**src/rtl/axis_multi_producer.sv**
```systemverilog
// axis_multi_producer: NUM_CH independent AXI4-Stream packet generators with programmable
// length, count and gap. Define AXIS_PRODUCER_LFSR_EN to add the cfg_mode=1 LFSR data pattern.
module axis_multi_producer #(
    parameter int unsigned NUM_CH = 2,
    parameter int unsigned DATA_W = 32,
    parameter int unsigned LEN_W  = 8,
    parameter int unsigned CNT_W  = 16,
    parameter int unsigned GAP_W  = 4
) (
    input  logic                     clk,
    input  logic                     rst_n,
    input  logic [NUM_CH-1:0]        start,
    input  logic [NUM_CH-1:0]        stop,
    input  logic [LEN_W-1:0]         cfg_len,
    input  logic [CNT_W-1:0]         cfg_pkts,
    input  logic [GAP_W-1:0]         cfg_gap,
    input  logic [DATA_W-1:0]        cfg_seed,
    input  logic                     cfg_mode,
    output logic [NUM_CH-1:0]        tvalid,
    input  logic [NUM_CH-1:0]        tready,
    output logic [NUM_CH-1:0]        tlast,
    output logic [NUM_CH*DATA_W-1:0] tdata,
    output logic [NUM_CH-1:0]        busy,
    output logic [NUM_CH-1:0]        done
);
    typedef enum logic [1:0] {StIdle, StSend, StGap} state_e;

    // Reset asserts asynchronously; start is held off until release has been synchronised.
    logic [1:0] rst_sync_q;
    logic       rst_ok;

    always_ff @(posedge clk or negedge rst_n) begin
        if (!rst_n) rst_sync_q <= '0;
        else        rst_sync_q <= {rst_sync_q[0], 1'b1};
    end
    assign rst_ok = rst_sync_q[1];

`ifdef AXIS_PRODUCER_LFSR_EN
    function automatic logic [DATA_W-1:0] lfsr_taps();
        case (DATA_W)
            8:       return DATA_W'(8'hB8);
            16:      return DATA_W'(16'hB400);
            32:      return DATA_W'(32'h8020_0003);
            64:      return DATA_W'(64'hD800_0000_0000_0000);
            default: return {1'b1, {(DATA_W-2){1'b0}}, 1'b1};
        endcase
    endfunction

    localparam logic [DATA_W-1:0] LfsrTaps = lfsr_taps();

    function automatic logic [DATA_W-1:0] lfsr_step(input logic [DATA_W-1:0] d);
        return {1'b0, d[DATA_W-1:1]} ^ (d[0] ? LfsrTaps : '0);
    endfunction
`else
    logic unused_mode;
    assign unused_mode = cfg_mode;
`endif

    for (genvar c = 0; c < NUM_CH; c++) begin : g_ch
        state_e            state_q, state_d;
        logic [LEN_W-1:0]  len_q, len_d, beat_q, beat_d;
        logic [CNT_W-1:0]  pkts_q, pkts_d, pkt_cnt_q, pkt_cnt_d, pkt_inc;
        logic [GAP_W-1:0]  gap_q, gap_d, gap_cnt_q, gap_cnt_d;
        logic [DATA_W-1:0] data_q, data_d, data_adv;
        logic              stop_q, stop_d, done_q, done_d;
        logic              hs, last_beat, stop_seen, is_busy;
`ifdef AXIS_PRODUCER_LFSR_EN
        logic              mode_q, mode_d;
        assign data_adv = mode_q ? lfsr_step(data_q) : data_q + DATA_W'(1);
`else
        assign data_adv = data_q + DATA_W'(1);
`endif

        assign is_busy   = state_q != StIdle;
        assign hs        = (state_q == StSend) && tready[c];
        assign last_beat = beat_q == len_q - LEN_W'(1);
        assign stop_seen = stop_q | stop[c];
        assign pkt_inc   = pkt_cnt_q + CNT_W'(1);

        always_comb begin
            state_d   = state_q;
            len_d     = len_q;
            pkts_d    = pkts_q;
            gap_d     = gap_q;
            beat_d    = beat_q;
            pkt_cnt_d = pkt_cnt_q;
            gap_cnt_d = gap_cnt_q;
            data_d    = data_q;
            done_d    = 1'b0;
            stop_d    = is_busy ? stop_seen : 1'b0;
`ifdef AXIS_PRODUCER_LFSR_EN
            mode_d    = mode_q;
`endif
            unique case (state_q)
                StIdle: begin
                    if (start[c] && rst_ok) begin
                        len_d     = (cfg_len == '0) ? LEN_W'(1) : cfg_len;
                        pkts_d    = cfg_pkts;
                        gap_d     = cfg_gap;
                        beat_d    = '0;
                        pkt_cnt_d = '0;
                        gap_cnt_d = '0;
                        stop_d    = 1'b0;
                        state_d   = StSend;
`ifdef AXIS_PRODUCER_LFSR_EN
                        mode_d    = cfg_mode;
                        // An all-zero LFSR state would never leave zero.
                        data_d    = (cfg_mode && cfg_seed == '0) ? '1 : cfg_seed;
`else
                        data_d    = cfg_seed;
`endif
                    end
                end
                StSend: begin
                    if (hs) begin
                        data_d = data_adv;
                        if (last_beat) begin
                            beat_d    = '0;
                            pkt_cnt_d = pkt_inc;
                            if (stop_seen || (pkts_q != '0 && pkt_inc == pkts_q)) begin
                                state_d = StIdle;
                                done_d  = 1'b1;
                                stop_d  = 1'b0;
                            end else if (gap_q != '0) begin
                                state_d   = StGap;
                                gap_cnt_d = gap_q;
                            end
                        end else begin
                            beat_d = beat_q + LEN_W'(1);
                        end
                    end
                end
                StGap: begin
                    if (stop_seen) begin
                        state_d = StIdle;
                        done_d  = 1'b1;
                        stop_d  = 1'b0;
                    end else if (gap_cnt_q == GAP_W'(1)) begin
                        state_d = StSend;
                    end else begin
                        gap_cnt_d = gap_cnt_q - GAP_W'(1);
                    end
                end
                default: state_d = StIdle;
            endcase
        end

        always_ff @(posedge clk or negedge rst_n) begin
            if (!rst_n) begin
                state_q   <= StIdle;
                len_q     <= '0;
                pkts_q    <= '0;
                gap_q     <= '0;
                beat_q    <= '0;
                pkt_cnt_q <= '0;
                gap_cnt_q <= '0;
                data_q    <= '0;
                stop_q    <= 1'b0;
                done_q    <= 1'b0;
`ifdef AXIS_PRODUCER_LFSR_EN
                mode_q    <= 1'b0;
`endif
            end else begin
                state_q   <= state_d;
                len_q     <= len_d;
                pkts_q    <= pkts_d;
                gap_q     <= gap_d;
                beat_q    <= beat_d;
                pkt_cnt_q <= pkt_cnt_d;
                gap_cnt_q <= gap_cnt_d;
                data_q    <= data_d;
                stop_q    <= stop_d;
                done_q    <= done_d;
`ifdef AXIS_PRODUCER_LFSR_EN
                mode_q    <= mode_d;
`endif
            end
        end

        assign tvalid[c]                     = state_q == StSend;
        assign tlast[c]                      = (state_q == StSend) && last_beat;
        assign busy[c]                       = is_busy;
        assign done[c]                       = done_q;
        assign tdata[c*DATA_W +: DATA_W]     = data_q;
    end

endmodule

```
**config.mk**
```make
export PLATFORM = sky130hd
export DESIGN_NAME = axis_multi_producer
export DESIGN_NICKNAME = d
export VERILOG_FILES = /design/src/rtl/axis_multi_producer.sv
export SDC_FILE = /design/constraint.sdc
export NUM_CORES = 1
export LEC_CHECK = 0
export ABC_AREA = 0
export CORE_UTILIZATION = 40
export CTS_CLUSTER_SIZE = 10
export DETAILED_ROUTE_END_ITERATION = 10
export SETUP_SLACK_MARGIN = 0.2
export SYNTH_ARGS = -nofsm -noshare
export SYNTH_HDL_FRONTEND = slang
export SYNTH_SLANG_ARGS = --single-unit
```
**constraint.sdc**
```tcl
create_clock -name clk -period 3.9 [get_ports clk]
set_clock_uncertainty 0.05 [all_clocks]
set_input_delay 0.585 -clock clk [delete_from_list [all_inputs] [get_ports clk]]
set_output_delay 0.585 -clock clk [all_outputs]
set_load 0.1 [all_outputs]
```
* Word level (Yosys, flattened, before mapping)
Cells that the tools add are included. W data, S select, Z words.
Word-level totals: register bits 186, input port bits 69, logic and storage cells 173
Cells by class: $add $sub $neg 10, equal/unequal tests 28, mux-type cells 79, bitwise operators 2, reductions and logical operators 33
Operators with widths (number):
- $mux W32 | 4
- $pmux W32 S2 | 2
- $mux W16 | 6
- $add A32 B1 Y32 const B | 2
- $pmux W16 S2 | 2
- $mux W4 | 14
- $mux W8 | 7
- $add A16 B1 Y16 const B | 2
- $eq A16 B16 Y1 | 2
- $pmux W8 S2 | 2
- $reduce_bool A16 Y1 | 2
- $mux W2 | 14
- $pmux W4 S3 | 2
- $mux W1 | 20
- $add A8 B1 Y8 const B | 2
- $eq A8 B8 Y1 | 2
- $ne A2 B2 Y1 const B | 8
- $reduce_and A8 Y1 | 2
- $sub A8 B1 Y8 const B | 2
- $ne A2 B1 Y1 const B | 6
- $pmux W2 S3 | 2
- $reduce_and A5 Y1 | 2
- $eq A4 B1 Y1 const B | 2
- $logic_and A1 B1 Y1 | 8
- other kinds (17) | 35

* Logic depth before layout (Yosys ltp)
Gate-level depths: netlist of the first run.
depth after elaboration 8, mapped depth 12

* Worst setup path before layout of the first run
OpenSTA, ideal clock, no wires.
path kind register to output, start point reg g_ch[0].state_q[1], end point out tlast[0], arrival time 3.044 ns, data required time 3.265 ns, path slack 0.221 ns, cell stages (with the launch flop) 6, buffers on the path 1, cell sequence dfrtp_1 inv_1 ha_1 clkbuf_1 inv_1 nor2_1
On the way: cells in the longest elaborated chain, start to end 2
RTL lines:
- start, declared | line 60 | state_e state_q, state_d;
- start signal, assigned | line 150 | state_q <= StIdle;
- start signal, assigned | line 164 | state_q <= state_d;
- $eq A2 B1 Y1
- via tvalid[0] | line 19 | output logic [NUM_CH-1:0] tvalid,
- $logic_and A1 B1 Y1 | line 181 | assign tlast[c] = (state_q == StSend) && last_beat;
- end, declared | line 21 | output logic [NUM_CH-1:0] tlast,
The timed path passes the listed nets, and every way through them passes these cells.

* Worst setup path after layout of the first run
start point reg g_ch[1].len_q[0], end point out tlast[1]
On the way: cells in the longest elaborated chain, start to end 3
RTL lines:
- start, declared | line 61 | logic [LEN_W-1:0] len_q, len_d, beat_q, beat_d;
- start signal, assigned | line 165 | len_q <= len_d;
- $sub A8 B1 Y8 | line 76 | assign last_beat = beat_q == len_q - LEN_W'(1);
- $eq A8 B8 Y1 | line 76
- $logic_and A1 B1 Y1 | line 181
No other way between the ends.

==> Flow_metrics.wiki, run 1 <==
{| class="wikitable"
! Metric !! Value
|-
| TritonRoute pass-1 iters || 5
|-
| Mean post-synth cell area || 9.09 µm²
|-
| Switching share of total power || 0.540
|-
| Distinct cells, synth || 81
|-
| Unrepaired setup endpoints after global routing || false
|-
| Number of antenna violations at the first check in global routing || 0
|-
| Setup_tns || 0 ns
|-
| Main synth FF type || dfrtp_1
|-
| Overall fraction of global-route tracks in use || 0.217
|-
| Y dimension of the die || 170 µm
|-
| Initial cell density of the core || 0.406
|-
| Clk Tree Root Cell || clkbuf_16
|-
| PD cells || 938 nW/µm²
|-
| Summed instance area of the synthesized netlist || 11300 µm²
|-
| Length in cells of the worst reg-to-reg path || 8
|-
| Slew HR || 0.302
|-
| Longest Clk Path Bufs || 2
|-
| Clock latency on the worst-skew pair || 0.44 ns
|-
| Ant diodes || 0
|-
| Total Die Area || 28900 µm²
|-
| Fin nets || 1435
|-
| Total power || 0.0128 W
|-
| Type of the worst setup path || reg2out
|-
| Worst Setup Slack post-DPL || 0.577 ns
|-
| Post-CTS setup-driven buffer insertion count || 0
|-
| Remaining DRCs || 0
|-
| Tmin final || 3.51 ns
|-
| Synthesized instance count || 1241
|-
| Placement Cell Area || 13000 µm²
|-
| Wirelength per Cell || 17.7 µm
|-
| Highest Clock Rate || 285 MHz
|-
| Global-route wire length before repair || 50000 µm
|-
| Commonest cells after routing, fill and taps aside || 186 x dfrtp_1, 132 x clkdlybuf4s50_1, 112 x o21ai_0, 108 x nand2_1, 83 x a21oi_1
|-
| Run status || completed
|-
| Reg power frac || 0.285
|-
| Pin count of the biggest net entering global routing || 87
|-
| Vias in the first global route || 9315
|-
| Number of nets with antenna violations after detailed routing || 0
|-
| Reg clk slew, reported paths || 0.09 ns
|-
| IR drop worst, VDD || 671 µV
|-
| Commonest non-fill, non-tap cell in the layout || dfrtp_1
|-
| Capturing element type of the critical path || primary output
|-
| Non-Filler Cell Area, Final || 13600 µm²
|-
| Final Util || 0.491
|-
| Slew at the pin with the worst max-slew slack || 1.04 ns
|-
| DP Wirelength || 22100 µm
|-
| Combinational share of power || 0.572
|-
| Data arrival, critical path || 2.87 ns
|-
| Synthesized Nets || 1330
|-
| Sequential fraction of the synthesis area || 0.413
|-
| Maximum level of the CTS H-tree || 4
|-
| Total wirelength of the detailed-routed design || 30800 µm
|-
| Net switching power || 0.00691 W
|-
| Max-cap viol count || 0
|-
| Worst endpoint required time || 3.26 ns
|-
| Clock tree from TritonCTS || yes
|-
| Start of the worst register-to-register path || g_ch[1].len_q[0]
|-
| Category of the worst setup path launch point || flop
|-
| Number of flip-flops and latches in the synthesized netlist || 186
|-
| Horiz. Die Dim || 170 µm
|-
| Area delta synth->final || 20.9%
|-
| Post-synth EDFFs || 0
|-
| Internal power summed over all cells || 0.00588 W
|-
| Fin crit share || 0.899
|-
| Proportion of synthesized flip-flops having asynchronous set or reset || 1.00
|-
| Proportion of layout cells with a drive suffix above 1 || 0.110
|-
| Power share of the clock group || 0.143
|-
| Max FO, Critical Path || 5
|-
| LEAKAGE || 5.52 nW
|-
| Count of pins on the block boundary || 141
|-
| Overall via count from detail_route || 9948
|-
| Yosys warning total || 0
|-
| Final estimated routing congestion in global placement || 0.873
|-
| Hold Crit Class || in2async
|-
| Number of pins exceeding their max-slew limit in the final report || 0
|-
| Number of sinks on the clock net || 186
|-
| Port buffer count || 139
|-
| Violation count after the first detailed-route iteration || 789
|-
| Worst Slack Setup Final || 0.394 ns
|-
| Number of vias per cell after detailed routing || 5.73
|-
| Final Hold Violating Endpoints || 0
|-
| Remaining global-route overflow || 0
|-
| Destination of the worst register-to-register timing path || g_ch[1].pkt_cnt_q[12]
|-
| Core Box Area || 27800 µm²
|-
| Reg-to-reg setup timing slack || 0.50 ns
|-
| Final number of setup-violating endpoints || 0
|-
| Core Rows || 61
|-
| TritonCTS buffer count || 17
|}
[state kept, by name, indices dropped and copies added, names as in the netlist, 4 cells and up]
register	count
g_ch.beat_q	16
g_ch.data_q	64
g_ch.gap_cnt_q	8
g_ch.gap_q	8
g_ch.len_q	16
g_ch.pkt_cnt_q	32
g_ch.pkts_q	32
g_ch.state_q	4
[cell usage after synthesis, types with 16 or more instances]
master / count / area, µm²
nor3_1: 16 / 80.1
and3_1: 42 / 263
nor2_1: 52 / 195
nand3_1: 73 / 365
a21oi_1: 83 / 415
ha_1: 20 / 250
mux2_2: 58 / 653
xnor2_1: 29 / 254
dfrtp_1: 186 / 4650
o22ai_1: 58 / 363
nand2_1: 108 / 405
xor2_1: 26 / 228
a31oi_1: 17 / 106
clkbuf_1: 50 / 188
nand4_1: 24 / 150
o21ai_0: 112 / 561
nor4_1: 22 / 138
inv_1: 34 / 128
mux2i_1: 29 / 290
[final cells by class]
cell class,instances,area (µm²)
fillers,2644,14200
multi-input cells,949,6200
flip-flops and latches,186,4650
repair buffers,158,1550
well taps,378,473
clock buffers,17,425
clock inverters,15,200
inverters,34,128
[power by group through the flow]
stage	Clock (W)	Sequential, W	Combinational, W
3_5_place_dp	0	0.00367	0.00730
4_1_cts	0.00187	0.00364	0.00732
2_1_floorplan	0	0.00576	0.00330
3_3_place_gp	0	0.00364	0.00721
6_report	0.00183	0.00365	0.00732
5_1_grt	0.00194	0.00378	0.00785
[cell families after synthesis]
group	share of synthesized area
other cells	0.000333
compound gates	0.198
buf+inv	0.0392
xor+xnor	0.0427
flops	0.413
mux	0.0837
simple gates	0.201
fa+ha+maj	0.0222
[critical path, cell delays in order (launching register included)]
cell and delay, ns:
dfrtp_1 0.44, or4_4 0.57, or4b_1 0.52, a21o_1 0.23, a211oi_4 0.28, and2_4 0.22, buf_12 0.17
[through the flow]
stage | std cells | hold WS (ns)
6_report | 1737 | 0.145
3_3_place_gp | 1705 | 0.287
4_1_cts | 1737 | 0.179
2_1_floorplan | 1241 | 0.239
5_1_grt | 1737 | 0.203
3_5_place_dp | 1705 | 0.289
[per-layer routing]
layer  routed length (µm)  global-route usage
met1                15100               0.315
met2                14100               0.340
met3                 1180              0.0342
met4                  414              0.0462
met5                    0                   0
[how the worst max path moves through the flow]
stage | startpoint | end | slack (ns) | cells past startpoint
after detailed placement | g_ch[1].len_q[0] | g_ch[1].pkt_cnt_q[12] | 0.58 | 8
after global routing | g_ch[1].len_q[0] | tlast[1] | 0.26 | 6
after global placement | g_ch[1].len_q[0] | g_ch[1].pkt_cnt_q[3] | 0.60 | 8
after CTS | g_ch[1].len_q[0] | tlast[1] | 0.31 | 6
final | g_ch[1].len_q[0] | tlast[1] | 0.39 | 6
after floorplan | g_ch[0].state_q[1] | tlast[0] | 0.22 | 5
[what timing repair did]
item	CTS	global route
hold buffers	0	0
setup endpoints to repair	0	1
gates resized for setup	0	2
No activity file was read; power rests on OpenSTA's default activity.
==> run 2, diff against run 1 <==
Settings changed: CORE_ASPECT_RATIO set to 0.9, MAX_ROUTING_LAYER set to met4.
==> Flow_metrics.wiki, run 2 (same netlist as run 1, synthesis figures left out) <==
{| class="wikitable"
! Metric !! Value
|-
| Area delta synth->final || 20.0%
|-
| Reg clk slew, reported paths || 0.07 ns (-0.02 ns)
|-
| Final number of setup-violating endpoints || 0 (unchanged)
|-
| Remaining DRCs || 0 (unchanged)
|-
| Global-route wire length before repair || 51500 µm (+3.0%)
|-
| Start of the worst register-to-register path || g_ch[1].len_q[0]
|-
| Worst endpoint required time || 3.26 ns (about the same)
|-
| Registers with the most flip-flops || g_ch.data_q (64), g_ch.pkt_cnt_q (32), g_ch.pkts_q (32)
|-
| Max FO, Critical Path || 5 (unchanged)
|-
| Final estimated routing congestion in global placement || 0.867 (-0.64%)
|-
| Number of antenna violations at the first check in global routing || 1 (+1)
|-
| Highest Clock Rate || 283 MHz (-0.68%)
|-
| Data arrival, critical path || 2.89 ns (+0.02 ns)
|-
| LEAKAGE || 5.49 nW (-0.61%)
|-
| Worst Setup Slack post-DPL || 0.584 ns (+0.00663 ns)
|-
| Flip-flop count of the largest register after layout || 64 (unchanged)
|-
| Maximum level of the CTS H-tree || 4 (unchanged)
|-
| Critical Path Slowest Stage Cell || or4_4
|-
| Number of buffers and inverters on the critical path || 1 (unchanged)
|-
| Number of pins exceeding their max-slew limit in the final report || 0 (unchanged)
|-
| Category of the worst setup path launch point || flop
|-
| Violation count after the first detailed-route iteration || 809 (+2.5%)
|-
| DP Wirelength || 22400 µm (+1.3%)
|-
| Slew at the pin with the worst max-slew slack || 1.06 ns (+0.0114 ns)
|-
| Fin crit share || 0.905 (+0.00615)
|-
| Clock tree from TritonCTS || yes
|-
| PD cells || 941 nW/µm² (+0.30%)
|-
| Core Rows || 57 (-6.6%)
|-
| Number of nets with antenna violations after detailed routing || 0 (unchanged)
|-
| TritonCTS buffer count || 17 (unchanged)
|-
| Clk Tree Root Cell || clkbuf_16
|-
| Unrepaired setup endpoints after global routing || false
|-
| Family with the most delay on the worst path || simple AND/OR/NAND/NOR gates
|-
| Wirelength per Cell || 18.4 µm (+3.5%)
|-
| Largest register by flop count || g_ch.data_q
|-
| IR drop worst, VDD || 649 µV (-3.2%)
|-
| Filler cells || 2534 (-4.2%)
|-
| Commonest non-fill, non-tap cell in the layout || dfrtp_1
|-
| Slew HR || 0.294 (-0.00764)
|-
| Vias in the first global route || 9377 (+0.67%)
|-
| TritonRoute pass-1 iters || 5 (unchanged)
|-
| Reg-to-reg setup timing slack || 0.56 ns (+0.06 ns)
|-
| Count of pins on the block boundary || 141 (unchanged)
|-
| Destination of the worst register-to-register timing path || g_ch[1].pkt_cnt_q[13]
|-
| Crit path cell chain || or4_4, or4b_1, a21o_1, a211oi_2, and2_1, buf_12
|-
| Total wirelength of the detailed-routed design || 31400 µm (+1.9%)
|-
| Hold_buf cts || 0 (unchanged)
|-
| Post-CTS setup-driven buffer insertion count || 0 (unchanged)
|-
| Commonest cells after routing, fill and taps aside || 186 x dfrtp_1, 132 x clkdlybuf4s50_1, 111 x o21ai_0, 108 x nand2_1, 83 x a21oi_1
|-
| Setup_tns || 0 ns (unchanged)
|-
| Longest Clk Path Bufs || 2 (unchanged)
|-
| Run status || completed
|-
| Y dimension of the die || 161 µm (-5.1%)
|-
| Overall fraction of global-route tracks in use || 0.232 (+0.0151)
|-
| Number of vias per cell after detailed routing || 5.80 (+1.3%)
|-
| Horiz. Die Dim || 179 µm (+5.3%)
|-
| Max-cap viol count || 0 (unchanged)
|-
| Initial cell density of the core || 0.413 (+0.00693)
|-
| Core Box Area || 27300 µm² (-1.7%)
|-
| Final Util || 0.495 (+0.00458)
|-
| Type of the worst setup path || reg2out
|-
| Fin nets || 1431 (-0.28%)
|-
| Length in cells of the worst reg-to-reg path || 8 (unchanged)
|-
| Total Die Area || 28900 µm² (about the same)
|-
| Overall via count from detail_route || 9925 (-0.23%)
|-
| Capturing element type of the critical path || primary output
|-
| Tmin final || 3.53 ns (+0.0240 ns)
|-
| Longest individual stage delay on the worst path || 0.59 ns (+0.02 ns)
|-
| Number of sinks on the clock net || 186 (unchanged)
|-
| Hold Crit Class || in2async
|-
| Proportion of layout cells with a drive suffix above 1 || 0.108 (-0.00263)
|-
| Clock latency on the worst-skew pair || 0.44 ns (about the same)
|-
| Worst Slack Setup Final || 0.370 ns (-0.0240 ns)
|-
| Pin count of the biggest net entering global routing || 102 (+17%)
|-
| Remaining global-route overflow || 0 (unchanged)
|-
| Port buffer count || 139 (unchanged)
|-
| Final Hold Violating Endpoints || 0 (unchanged)
|}
run 2: cell types whose count changed in the layout (fill, tap and decap cells not counted), sizes merged:
cell	delta
clkinv	-5
buf	-4
inv	+3
clkbuf	+1
clkinvlp	+1
diode	+1
run 2: area by class of cell:
type                            instances  area (µm²)  share of cell area
Antenna cell                            1        2.50            0.000185
Multi-Input combinational cell        949        6200               0.458
Tap cell                              354         443              0.0327
Clock inverter                         14         146              0.0108
Timing Repair Buffer                  154        1520               0.112
Sequential cell                       186        4650               0.344
Inverter                               34         128             0.00943
Clock buffer                           18         439              0.0325
run 2: where the power goes:
group / switching (W) / internal (W)
registers: 0.00101 / 0.00266
clock network: 0.000848 / 0.000926
logic: 0.00503 / 0.00225
run 2: metrics by stage:
step | hold slack, ns | power, W | instance area [µm²] | instances
finish | 0.174 | 0.0127 | 13500 | 1710
global route | 0.263 | 0.0135 | 13500 | 1710
CTS | 0.237 | 0.0128 | 13500 | 1709
detailed placement | 0.287 | 0.0110 | 12900 | 1677
global placement | 0.284 | 0.0109 | 12900 | 1677
floorplan | 0.239 | 0.00906 | 11300 | 1241
run 2: timing repair:
action | 4_1_cts | 5_1_grt
endpoints found under the setup margin | 0 | 1
resized for setup | 0 | 2
hold endpoints to repair | 0 | 0
run 2: worst max-delay path by stage:
stage | slack [ns] | startpoint | cells past startpoint | to
4_1_cts | 0.24 | g_ch[0].len_q[0] | 9 | tlast[0]
3_3_place_gp | 0.64 | g_ch[1].len_q[0] | 8 | g_ch[1].pkt_cnt_q[4]
2_1_floorplan | 0.22 | g_ch[0].state_q[1] | 5 | tlast[0]
6_report | 0.37 | g_ch[1].len_q[0] | 6 | tlast[1]
5_1_grt | 0.24 | g_ch[1].len_q[0] | 6 | tlast[1]
3_5_place_dp | 0.58 | g_ch[1].len_q[0] | 8 | g_ch[1].pkt_cnt_q[12]
run 2: metal layers:
| layer | wire, µm | GRT usage |
|---|---|---|
| met5 | 0 | - |
| met4 | 375 | 0.0497 |
| met3 | 1210 | 0.0330 |
| met2 | 14000 | 0.331 |
| met1 | 15800 | 0.346 |
